### src/rtl/video_cmd_pkg.sv
// Shared opcodes, FSM states and instruction-FIFO entry layout for video_cmd_dispatcher.
package video_cmd_pkg;

  localparam logic [3:0] OP_WR_REG = 4'h0;
  localparam logic [3:0] OP_WR_MEM = 4'h1;

  typedef enum logic [1:0] {
    IDLE     = 2'd0,
    CHECK    = 2'd1,
    ISSUE    = 2'd2,
    WAIT_ACK = 2'd3
  } state_t;

  // Entry layout at the default geometry; the dispatcher rebuilds it from its own parameters.
  localparam int ENTRY_ADDR_W = 14;
  localparam int ENTRY_DATA_W = 32;

  typedef struct packed {
    logic [3:0]              opcode;
    logic [ENTRY_ADDR_W-1:0] addr;
    logic [ENTRY_DATA_W-1:0] payload;
  } cmd_entry_t;

  function automatic logic op_legal(input logic [3:0] op);
    return (op == OP_WR_REG) || (op == OP_WR_MEM);
  endfunction

endpackage

### src/rtl/video_cmd_dispatcher_fifo.sv
// Synchronous instruction FIFO with registered full/empty/level; storage is not reset.
module cmd_fifo #(
  parameter int WIDTH = 50,
  parameter int DEPTH = 8
) (
  input  logic                     clk,
  input  logic                     reset,
  input  logic                     push_i,
  input  logic                     pop_i,
  input  logic [WIDTH-1:0]         wdata_i,
  output logic [WIDTH-1:0]         rdata_o,
  output logic                     full_o,
  output logic                     empty_o,
  output logic [$clog2(DEPTH):0]   level_o
);

  localparam int AW = $clog2(DEPTH);
  localparam logic [AW-1:0] PTR_ONE = AW'(1);
  localparam logic [AW:0]   CNT_ONE = (AW+1)'(1);

  logic [WIDTH-1:0] mem_q [DEPTH];
  logic [AW-1:0]    wptr_q, rptr_q;
  logic [AW:0]      count_q;
  logic             do_push, do_pop;

  assign full_o  = (count_q == (AW+1)'(DEPTH));
  assign empty_o = (count_q == '0);
  assign level_o = count_q;
  assign rdata_o = mem_q[rptr_q];

  assign do_push = push_i && !full_o;
  assign do_pop  = pop_i && !empty_o;

  always_ff @(posedge clk) begin
    if (do_push) mem_q[wptr_q] <= wdata_i;
  end

  // Power-of-two depth lets the pointers wrap naturally.
  always_ff @(posedge clk or negedge reset) begin
    if (!reset) begin
      wptr_q  <= '0;
      rptr_q  <= '0;
      count_q <= '0;
    end else begin
      if (do_push) wptr_q <= wptr_q + PTR_ONE;
      if (do_pop)  rptr_q <= rptr_q + PTR_ONE;
      case ({do_push, do_pop})
        2'b10:   count_q <= count_q + CNT_ONE;
        2'b01:   count_q <= count_q - CNT_ONE;
        default: count_q <= count_q;
      endcase
    end
  end

endmodule

### src/rtl/video_cmd_dispatcher.sv
// Buffers CPU instructions and dispatches register/sprite-memory writes outside the print window.
// Optional ack timeout: define VIDEO_CMD_ACK_TIMEOUT_EN.
module video_cmd_dispatcher
  import video_cmd_pkg::*;
#(
  parameter int FIFO_DEPTH  = 8,
  parameter int REG_AW      = 5,
  parameter int MEM_AW      = 14,
  parameter int COLOR_W     = 9,
  parameter int DATA_W      = 32,
  parameter int ACK_TIMEOUT = 255
) (
  input  logic                          clk,
  input  logic                          reset,
  input  logic                          clk_en,
  input  logic [31:0]                   dataA,
  input  logic [DATA_W-1:0]             dataB,
  input  logic                          clr_err,
  input  logic                          printtingScreen,
  input  logic                          reg_ack,
  input  logic                          mem_ack,
  output logic                          reg_wr,
  output logic [REG_AW-1:0]             n_reg,
  output logic [DATA_W-1:0]             reg_data,
  output logic                          mem_wr,
  output logic [MEM_AW-1:0]             mem_addr,
  output logic [COLOR_W-1:0]            mem_data,
  output logic                          selectorAddress,
  output logic                          instr_done,
  output logic                          fifo_full,
  output logic [$clog2(FIFO_DEPTH):0]   fifo_level,
  output logic                          busy,
  output logic                          err_opcode,
  output logic                          err_overflow,
  output logic                          err_timeout
);

  localparam int ENTRY_W = 4 + MEM_AW + DATA_W;

  typedef struct packed {
    logic [3:0]        opcode;
    logic [MEM_AW-1:0] addr;
    logic [DATA_W-1:0] payload;
  } entry_t;

  entry_t              push_entry, head_entry, cmd_q;
  logic                fifo_empty, fifo_push, fifo_pop;
  state_t              state_q, state_d;
  logic                is_mem, ack_match, go_issue, op_err, to_err;
  logic                reg_wr_q, mem_wr_q, done_q;
  logic [REG_AW-1:0]   n_reg_q;
  logic [DATA_W-1:0]   reg_data_q;
  logic [MEM_AW-1:0]   mem_addr_q;
  logic [COLOR_W-1:0]  mem_data_q;
  logic                err_opcode_q, err_overflow_q;
  logic                unused_dataA;

  assign push_entry   = {dataA[3:0], dataA[4+MEM_AW-1:4], dataB};
  assign unused_dataA = ^dataA[31:4+MEM_AW];

  // fifo_full is registered, so a push against a full FIFO is lost even if a pop happens now.
  assign fifo_push = clk_en && !fifo_full;
  assign fifo_pop  = (state_q == IDLE) && !fifo_empty;

  cmd_fifo #(
    .WIDTH (ENTRY_W),
    .DEPTH (FIFO_DEPTH)
  ) u_fifo (
    .clk     (clk),
    .reset   (reset),
    .push_i  (fifo_push),
    .pop_i   (fifo_pop),
    .wdata_i (push_entry),
    .rdata_o (head_entry),
    .full_o  (fifo_full),
    .empty_o (fifo_empty),
    .level_o (fifo_level)
  );

  always_ff @(posedge clk) begin
    if (fifo_pop) cmd_q <= head_entry;
  end

  assign is_mem    = (cmd_q.opcode == OP_WR_MEM);
  assign ack_match = is_mem ? mem_ack : reg_ack;
  assign go_issue  = (state_q == CHECK) && op_legal(cmd_q.opcode) && !printtingScreen;
  assign op_err    = (state_q == CHECK) && !op_legal(cmd_q.opcode);

  always_comb begin
    state_d = state_q;
    case (state_q)
      IDLE:     if (!fifo_empty) state_d = CHECK;
      CHECK:    if (op_err) state_d = IDLE;
                else if (go_issue) state_d = ISSUE;
      ISSUE:    state_d = WAIT_ACK;
      WAIT_ACK: if (ack_match || to_err) state_d = IDLE;
      default:  state_d = IDLE;
    endcase
  end

  always_ff @(posedge clk or negedge reset) begin
    if (!reset) begin
      state_q        <= IDLE;
      reg_wr_q       <= 1'b0;
      mem_wr_q       <= 1'b0;
      done_q         <= 1'b0;
      n_reg_q        <= '0;
      reg_data_q     <= '0;
      mem_addr_q     <= '0;
      mem_data_q     <= '0;
      err_opcode_q   <= 1'b0;
      err_overflow_q <= 1'b0;
    end else begin
      state_q  <= state_d;
      reg_wr_q <= go_issue && !is_mem;
      mem_wr_q <= go_issue && is_mem;
      done_q   <= (state_q == WAIT_ACK) && ack_match;
      if (go_issue && !is_mem) begin
        n_reg_q    <= cmd_q.addr[REG_AW-1:0];
        reg_data_q <= cmd_q.payload;
      end
      if (go_issue && is_mem) begin
        mem_addr_q <= cmd_q.addr;
        mem_data_q <= cmd_q.payload[COLOR_W-1:0];
      end
      // A new error in the same cycle as clr_err keeps the flag set.
      err_opcode_q   <= op_err | (err_opcode_q & ~clr_err);
      err_overflow_q <= (clk_en & fifo_full) | (err_overflow_q & ~clr_err);
    end
  end

`ifdef VIDEO_CMD_ACK_TIMEOUT_EN
  localparam int TO_W = $clog2(ACK_TIMEOUT + 1);
  localparam logic [TO_W-1:0] TO_ONE  = TO_W'(1);
  localparam logic [TO_W-1:0] TO_LAST = TO_W'(ACK_TIMEOUT - 1);

  logic [TO_W-1:0] to_cnt_q;
  logic            err_timeout_q;

  assign to_err      = (state_q == WAIT_ACK) && !ack_match && (to_cnt_q == TO_LAST);
  assign err_timeout = err_timeout_q;

  always_ff @(posedge clk or negedge reset) begin
    if (!reset) begin
      to_cnt_q      <= '0;
      err_timeout_q <= 1'b0;
    end else begin
      if (state_q == ISSUE)         to_cnt_q <= '0;
      else if (state_q == WAIT_ACK) to_cnt_q <= to_cnt_q + TO_ONE;
      err_timeout_q <= to_err | (err_timeout_q & ~clr_err);
    end
  end
`else
  logic unused_timeout;
  assign unused_timeout = ^ACK_TIMEOUT;
  assign to_err         = 1'b0;
  assign err_timeout    = 1'b0;
`endif

  assign reg_wr          = reg_wr_q;
  assign mem_wr          = mem_wr_q;
  assign n_reg           = n_reg_q;
  assign reg_data        = reg_data_q;
  assign mem_addr        = mem_addr_q;
  assign mem_data        = mem_data_q;
  assign instr_done      = done_q;
  assign selectorAddress = is_mem && ((state_q == ISSUE) || (state_q == WAIT_ACK));
  assign busy            = (state_q != IDLE) || (fifo_level != '0);
  assign err_opcode      = err_opcode_q;
  assign err_overflow    = err_overflow_q;

endmodule

### config.mk
export PLATFORM = sky130hd
export DESIGN_NAME = video_cmd_dispatcher
export DESIGN_NICKNAME = d
export VERILOG_FILES = /design/src/rtl/video_cmd_pkg.sv /design/src/rtl/video_cmd_dispatcher_fifo.sv /design/src/rtl/video_cmd_dispatcher.sv
export SDC_FILE = /design/constraint.sdc
export NUM_CORES = 1
export LEC_CHECK = 0
export BUFFER_PORTS_ARGS = -buffer_cell sky130_fd_sc_hd__buf_2
export CAP_MARGIN = 10
export CORE_MARGIN = 1
export CORE_UTILIZATION = 59
export CTS_CLUSTER_DIAMETER = 80
export DETAILED_ROUTE_END_ITERATION = 7
export GPL_TIMING_DRIVEN = 0
export MAX_ROUTING_LAYER = met4
export PLACE_DENSITY = 0.83
export SYNTH_ARGS = -nofsm -noshare
export SYNTH_HDL_FRONTEND = slang
export SYNTH_SLANG_ARGS = --single-unit
### constraint.sdc
create_clock -name clk -period 14.9 [get_ports clk]
set_input_delay 0.745 -clock clk [delete_from_list [all_inputs] [get_ports clk]]
set_output_delay 0.745 -clock clk [all_outputs]
set_load 0.01 [all_outputs]
==> run summary, run 1 <==
Drt total wl: 40500 µm
Share of cells above drive strength 1: 0.444
Hold Path Class: primary input to async pin
Syn avg cell area: 23.3 µm²
First-pass GRT wire length: 59800 µm
Final period util: 0.212
Top cells by area, synth: edfxtp_1 68%, mux4_2 11%, dfrtp_1 9.8%
Cell accounting for the most synthesized area: edfxtp_1
Top reg by flops: u_fifo.mem_q
Max-slew headroom: 0.316
Met1 Use GR: 0.310
Cell count after synthesis: 848
Core footprint: 32700 µm²
Post-synth EDFFs: 450
Vias in the first global route: 9785
RSZ-0062 raised after global routing: no
Die ar.: 34200 µm²
Met3 Resource Use GR: 0.0564
CP startpoint kind: flip-flop
Run status: completed
Later-pin clock latency in the skew report: 570 ps
CTS max path bufs: 3
Layer with the highest usage: met2
Post-synth top cells: 450 x edfxtp_1, 100 x mux4_2, 94 x mux2_2
Minimum clock period: 3160 ps
Main synth FF type: edfxtp_1
Synth-to-layout area growth: 17.9%
Die X: 185 µm
Post-synth top area share: 0.685
Initial antenna violation count: 8
TritonCTS buffer count: 50
Crit-path max FO: 9
Clock Skews: 31.3 ps
Synthesized flop and latch total: 527
Fmax: 317 MHz
CTS tree: done
Number of fill cells: 1855
Setup WS post-layout: 11740 ps
Synth warn: 0
Rows: 66
Critical path required time: 15300 ps
Syn Std Cell Area: 19700 µm²
Post-DR vias/cell: 6.00
Met2 usage: 0.419
Avg WL per Cell: 25.9 µm
Largest net degree at the start of global routing: 58
DRC Markers: 0
Vias: 9371
Worst vdd rail ir drop: 0.114 mV
I/O pin cnt: 144
Number of DRC markers in iteration 0: 800
Leakage power: 0.00831 µW
Final Slew Violations: 0
Multi-input logic area: 4110 µm²
Gp weighted congestion: 0.704
Post-DRT Antenna Nets: 0
DP Worst Slack: 11730 ps
Clock sink total: 527
MaxCap Viol Count: 0
Crit path kind: flip-flop to flip-flop
Sequential fraction of the synthesis area: 0.783
Die H: 185 µm
Cell area power density: 205 nW/µm²
# port buffers: 128
H-tree depth: 2
Max reg flops: 400
Critical Path AT: 3560 ps
TNS Setup: 0 ps
Initial Utilization: 0.603
FFs w/ async S/R, synth: 0.146
Postcts setup bufs: 0
Post-CTS Resized: 0
Fin. Hold Viols: 0
FF+latch area: 15400 µm²
Final setup violation count: 0
Total track usage: 0.253
HPWL Detailed: 24700 µm
# hold bufs at CTS: 0
Post-Syn Nets: 924
Yosys cell types: 42
GR Overflow Total: 0
Drt pass-1 iters: 5
Worst Setup End Kind: flip-flop
Buffer type at the clock tree root: clkbuf_16
Top-count cell post-synth: edfxtp_1
Least-Margin Pin Slew: 1020 ps
Fin nets: 1148
Clock slew at reported path FFs: 60 ps
## final timing paths
| check | from | end | slack, ps | depth (start not counted) |
|---|---|---|---|---|
| min | reset | reg_data[10] | 90 | 1 |
| max reg2reg | u_fifo.level_o[1] | u_fifo.level_o[3] | 11740 | 7 |
| min in group clk | dataB[15] | u_fifo.mem_q[4][15] | 450 | 1 |
| max in group asynchronous | reset | mem_addr[7] | 14170 | 2 |
| max | u_fifo.level_o[1] | u_fifo.level_o[3] | 11740 | 7 |
| min reg2reg | cmd_q[38] | mem_addr[6] | 480 | 1 |
## critical path, stage by stage (launching register included)
cell	delay [ps]
dfrtp_1	370
clkbuf_1	200
or4b_2	720
nand2_1	360
ha_1	330
or3b_2	470
a2111oi_0	370
o221ai_1	190
## cell families after synthesis
| kind of cell | after synthesis | share of synthesized area |
|---|---|---|
| xor+xnor | 7 | 0.00311 |
| compound gates | 11 | 0.00438 |
| other cells | 1 | 0.000190 |
| mux | 215 | 0.183 |
| flops | 527 | 0.783 |
| buf+inv | 45 | 0.0119 |
| fa+ha+maj | 5 | 0.00317 |
| simple gates | 37 | 0.0114 |
## metrics by stage
step / hold slack [ps] / instance area [µm²] / util / total power, µW / cells
after floorplan: 449 / 19700 / - / 2990 / 848
after global placement: 459 / 20900 / 0.640 / 3370 / 1418
after detailed placement: 465 / 21500 / 0.658 / 3470 / 1462
after CTS: 93.5 / 23200 / 0.711 / 4810 / 1555
after global routing: 99.2 / 23300 / 0.711 / 4960 / 1563
final: 88.9 / 23300 / 0.711 / 4780 / 1563
## cell usage in the layout, fill, tap and decap left out, types with 6 or more instances in the layout
| cell type | instances |
|---|---|
| edfxtp_1 | 450 |
| buf_2 | 138 |
| mux4_2 | 100 |
| mux2_2 | 94 |
| dfrtp_1 | 77 |
| clkbuf_16 | 51 |
| clkbuf_1 | 28 |
| buf_6 | 25 |
| mux2_4 | 19 |
| buf_4 | 15 |
| clkinv_2 | 9 |
| diode_2 | 8 |
| buf_12 | 8 |
| bufinv_16 | 8 |
| inv_1 | 6 |
| clkbuf_8 | 6 |
## cell type report
cell class | count | share of cell area
clock buffers | 67 | 0.0600
inverters | 6 | 0.000968
diodes | 8 | 0.000861
repair buffers | 172 | 0.0505
flip-flops and latches | 527 | 0.664
multi-input cells | 276 | 0.177
well taps | 442 | 0.0238
clock inverters | 26 | 0.0145
plain buffers | 39 | 0.00909
## routing by layer
| metal | vias to the layer above | share of wire | routed length (µm) |
|---|---|---|---|
| li1 | 3962 | - | - |
| met1 | 4887 | 0.38 | 15400 |
| met2 | 440 | 0.52 | 21000 |
| met3 | 82 | 0.075 | 3060 |
| met4 | 0 | 0.026 | 1050 |
| met5 | - | 0 | 0 |
## where the power goes
group	leakage, µW	switching [µW]	internal, µW
clock network	0.000849	524	797
registers	0.00509	137	2000
logic	0.00237	676	642
(Power assumes the default switching activity.)
==> run 2, diff against run 1 <==
==> constraint.sdc (replaced) <==
create_clock -name clk -period 2.97 [get_ports clk]
set_input_delay 0.1485 -clock clk [delete_from_list [all_inputs] [get_ports clk]]
set_output_delay 0.1485 -clock clk [all_outputs]
set_load 0.01 [all_outputs]
==> run 2 against run 1 <==
Compared with the run above:
- non-clock buffer count grew 41
- setup slack lost 12000 ps
- clock skew shrank 17 ps
- via count grew 3.4%
- sequential power grew to 5.0 times the previous value
- final cell count grew 2.2%
- global-route usage grew 2.2 points
- clock-buffer cell count grew 2
- hold slack lost 19 ps
- fmax grew 14%
- critical endpoint unchanged
- first-iteration DRC count grew 29%
==> run summary, run 2 (synthesis results as in run 1) <==
Total track usage: 0.275
# port buffers: 128
GR Overflow Total: 0
CTS max path bufs: 3
Reg2Reg Launch Point: u_fifo.level_o[1]
Fin nets: 1188
Gp weighted congestion: 0.749
Drt total wl: 43700 µm
Largest net degree at the start of global routing: 55
Clock sink total: 527
Run status: completed
Critical path required time: 3380 ps
Post-DRT Antenna Nets: 0
Die H: 185 µm
Crit-path max FO: 9
Die ar.: 34200 µm²
DRC Markers: 0
Initial antenna violation count: 2
Core footprint: 32700 µm²
Placed inst area: 21700 µm²
Clock Skews: 14.5 ps
Setup WS post-layout: 208 ps
HPWL Detailed: 25200 µm
TritonCTS buffer count: 49
Final setup violation count: 0
Final period util: 0.930
Worst Setup End Kind: flip-flop
Rows: 66
Buffer type at the clock tree root: clkbuf_16
Post-DR vias/cell: 6.07
Leakage power: 0.00850 µW
Clock slew at reported path FFs: 60 ps
Minimum clock period: 2760 ps
First-pass GRT wire length: 64100 µm
Slowest CP cell: or4b_2
Worst vdd rail ir drop: 0.474 mV
H-tree depth: 2
Die X: 185 µm
TNS Setup: 0 ps
Top reg by flops: u_fifo.mem_q
R2r setup slk: 210 ps
Fmax: 362 MHz
RSZ-0062 raised after global routing: no
Share of cells above drive strength 1: 0.419
DP Worst Slack: 73.8 ps
Critical Path AT: 3180 ps
Number of DRC markers in iteration 0: 1030
Max-slew headroom: 0.332
Hold Path Class: primary input to async pin
Vias in the first global route: 10200
Drt pass-1 iters: 5
Vias: 9688
Total power: 23900 µW
Number of fill cells: 1783
Initial Utilization: 0.603
Synth-to-layout area growth: 20.9%
Leading cell types in the layout, fill and taps excluded: 450 x edfxtp_1, 138 x buf_2, 100 x mux4_2, 94 x mux2_2, 75 x dfrtp_1
Least-Margin Pin Slew: 1000 ps
CP startpoint kind: flip-flop
CTS tree: done
Crit Reg-Reg Endpoint: u_fifo.level_o[3]
Critical path cell sequence: clkbuf_8 -> or4b_2 -> nand2_4 -> ha_1 -> or3b_4 -> a2111oi_4 -> o221ai_1
I/O pin cnt: 144
Fin. Hold Viols: 0
Worst Reg2Reg Path Length in Cells: 7
Crit path kind: flip-flop to flip-flop
Avg WL per Cell: 27.4 µm
Later-pin clock latency in the skew report: 560 ps
Final Slew Violations: 0
MaxCap Viol Count: 0
Cell area power density: 1000 nW/µm²
Crit-path max cell delay: 720 ps
Final instance area: 23900 µm²
Commonest non-fill, non-tap cell in the layout: edfxtp_1
Max reg flops: 400
run 2: per-stage QoR:
stage	utilization	hold WS, ps	instances
floorplan	-	-147	848
global placement	0.643	407	1418
detailed placement	0.665	108	1448
CTS	0.729	47.7	1594
global route	0.729	61.3	1597
finish	0.729	69.7	1597
run 2: worst max-delay path by stage:
stage                            startpoint             endpoint  slack (ps)
after floorplan           u_fifo.level_o[1]   u_fifo.mem_q[7][0]        -500
after global placement    u_fifo.level_o[3]  u_fifo.mem_q[7][23]       -2520
after detailed placement  u_fifo.level_o[1]    u_fifo.level_o[3]          70
after CTS                 u_fifo.level_o[1]    u_fifo.level_o[3]          60
after global routing      u_fifo.level_o[1]    u_fifo.level_o[2]          90
final                     u_fifo.level_o[1]    u_fifo.level_o[3]         210
run 2: layer usage:
metal | vias up | global-route usage | part of all wire
met4 | 0 | 0.0988 | 0.032
li1 | 4032 | - | -
met1 | 5000 | 0.330 | 0.36
met5 | - | - | 0
met3 | 112 | 0.0442 | 0.075
met2 | 544 | 0.473 | 0.53
run 2: where the power goes:
part           internal (µW)  switching, µW  total (µW)
combinational           3470           3580        7050
sequential             10000            755       10800
clock                   3450           2630        6080
run 2: what timing repair did:
action / CTS / global route
setup buffers: 0 / 1
gates resized for setup: 0 / 1
hold buffers: 54 / 0
setup endpoints to repair: 0 / 2
endpoints found under the hold margin: 482 / 0
run 2: final cells by class:
type                       count  area, µm²  share of cell area
inverter                       6       22.5            0.000944
clock buffer                  69       1390              0.0584
clock inverter                23        166             0.00698
buffer                        39        241              0.0101
multi-input combinational    276       4200               0.176
antenna                        2       5.00            0.000210
timing repair buffer         213       1830              0.0768
sequential                   527      15400               0.647
tap                          442        553              0.0232
run 2: worst max-delay path: cells and delay by family (launching register included):
kind / cells / cell delay, ps
compound gates: 2 / 420
fa+ha+maj: 1 / 290
buf+inv: 1 / 170
flops: 1 / 380
simple gates: 3 / 1360
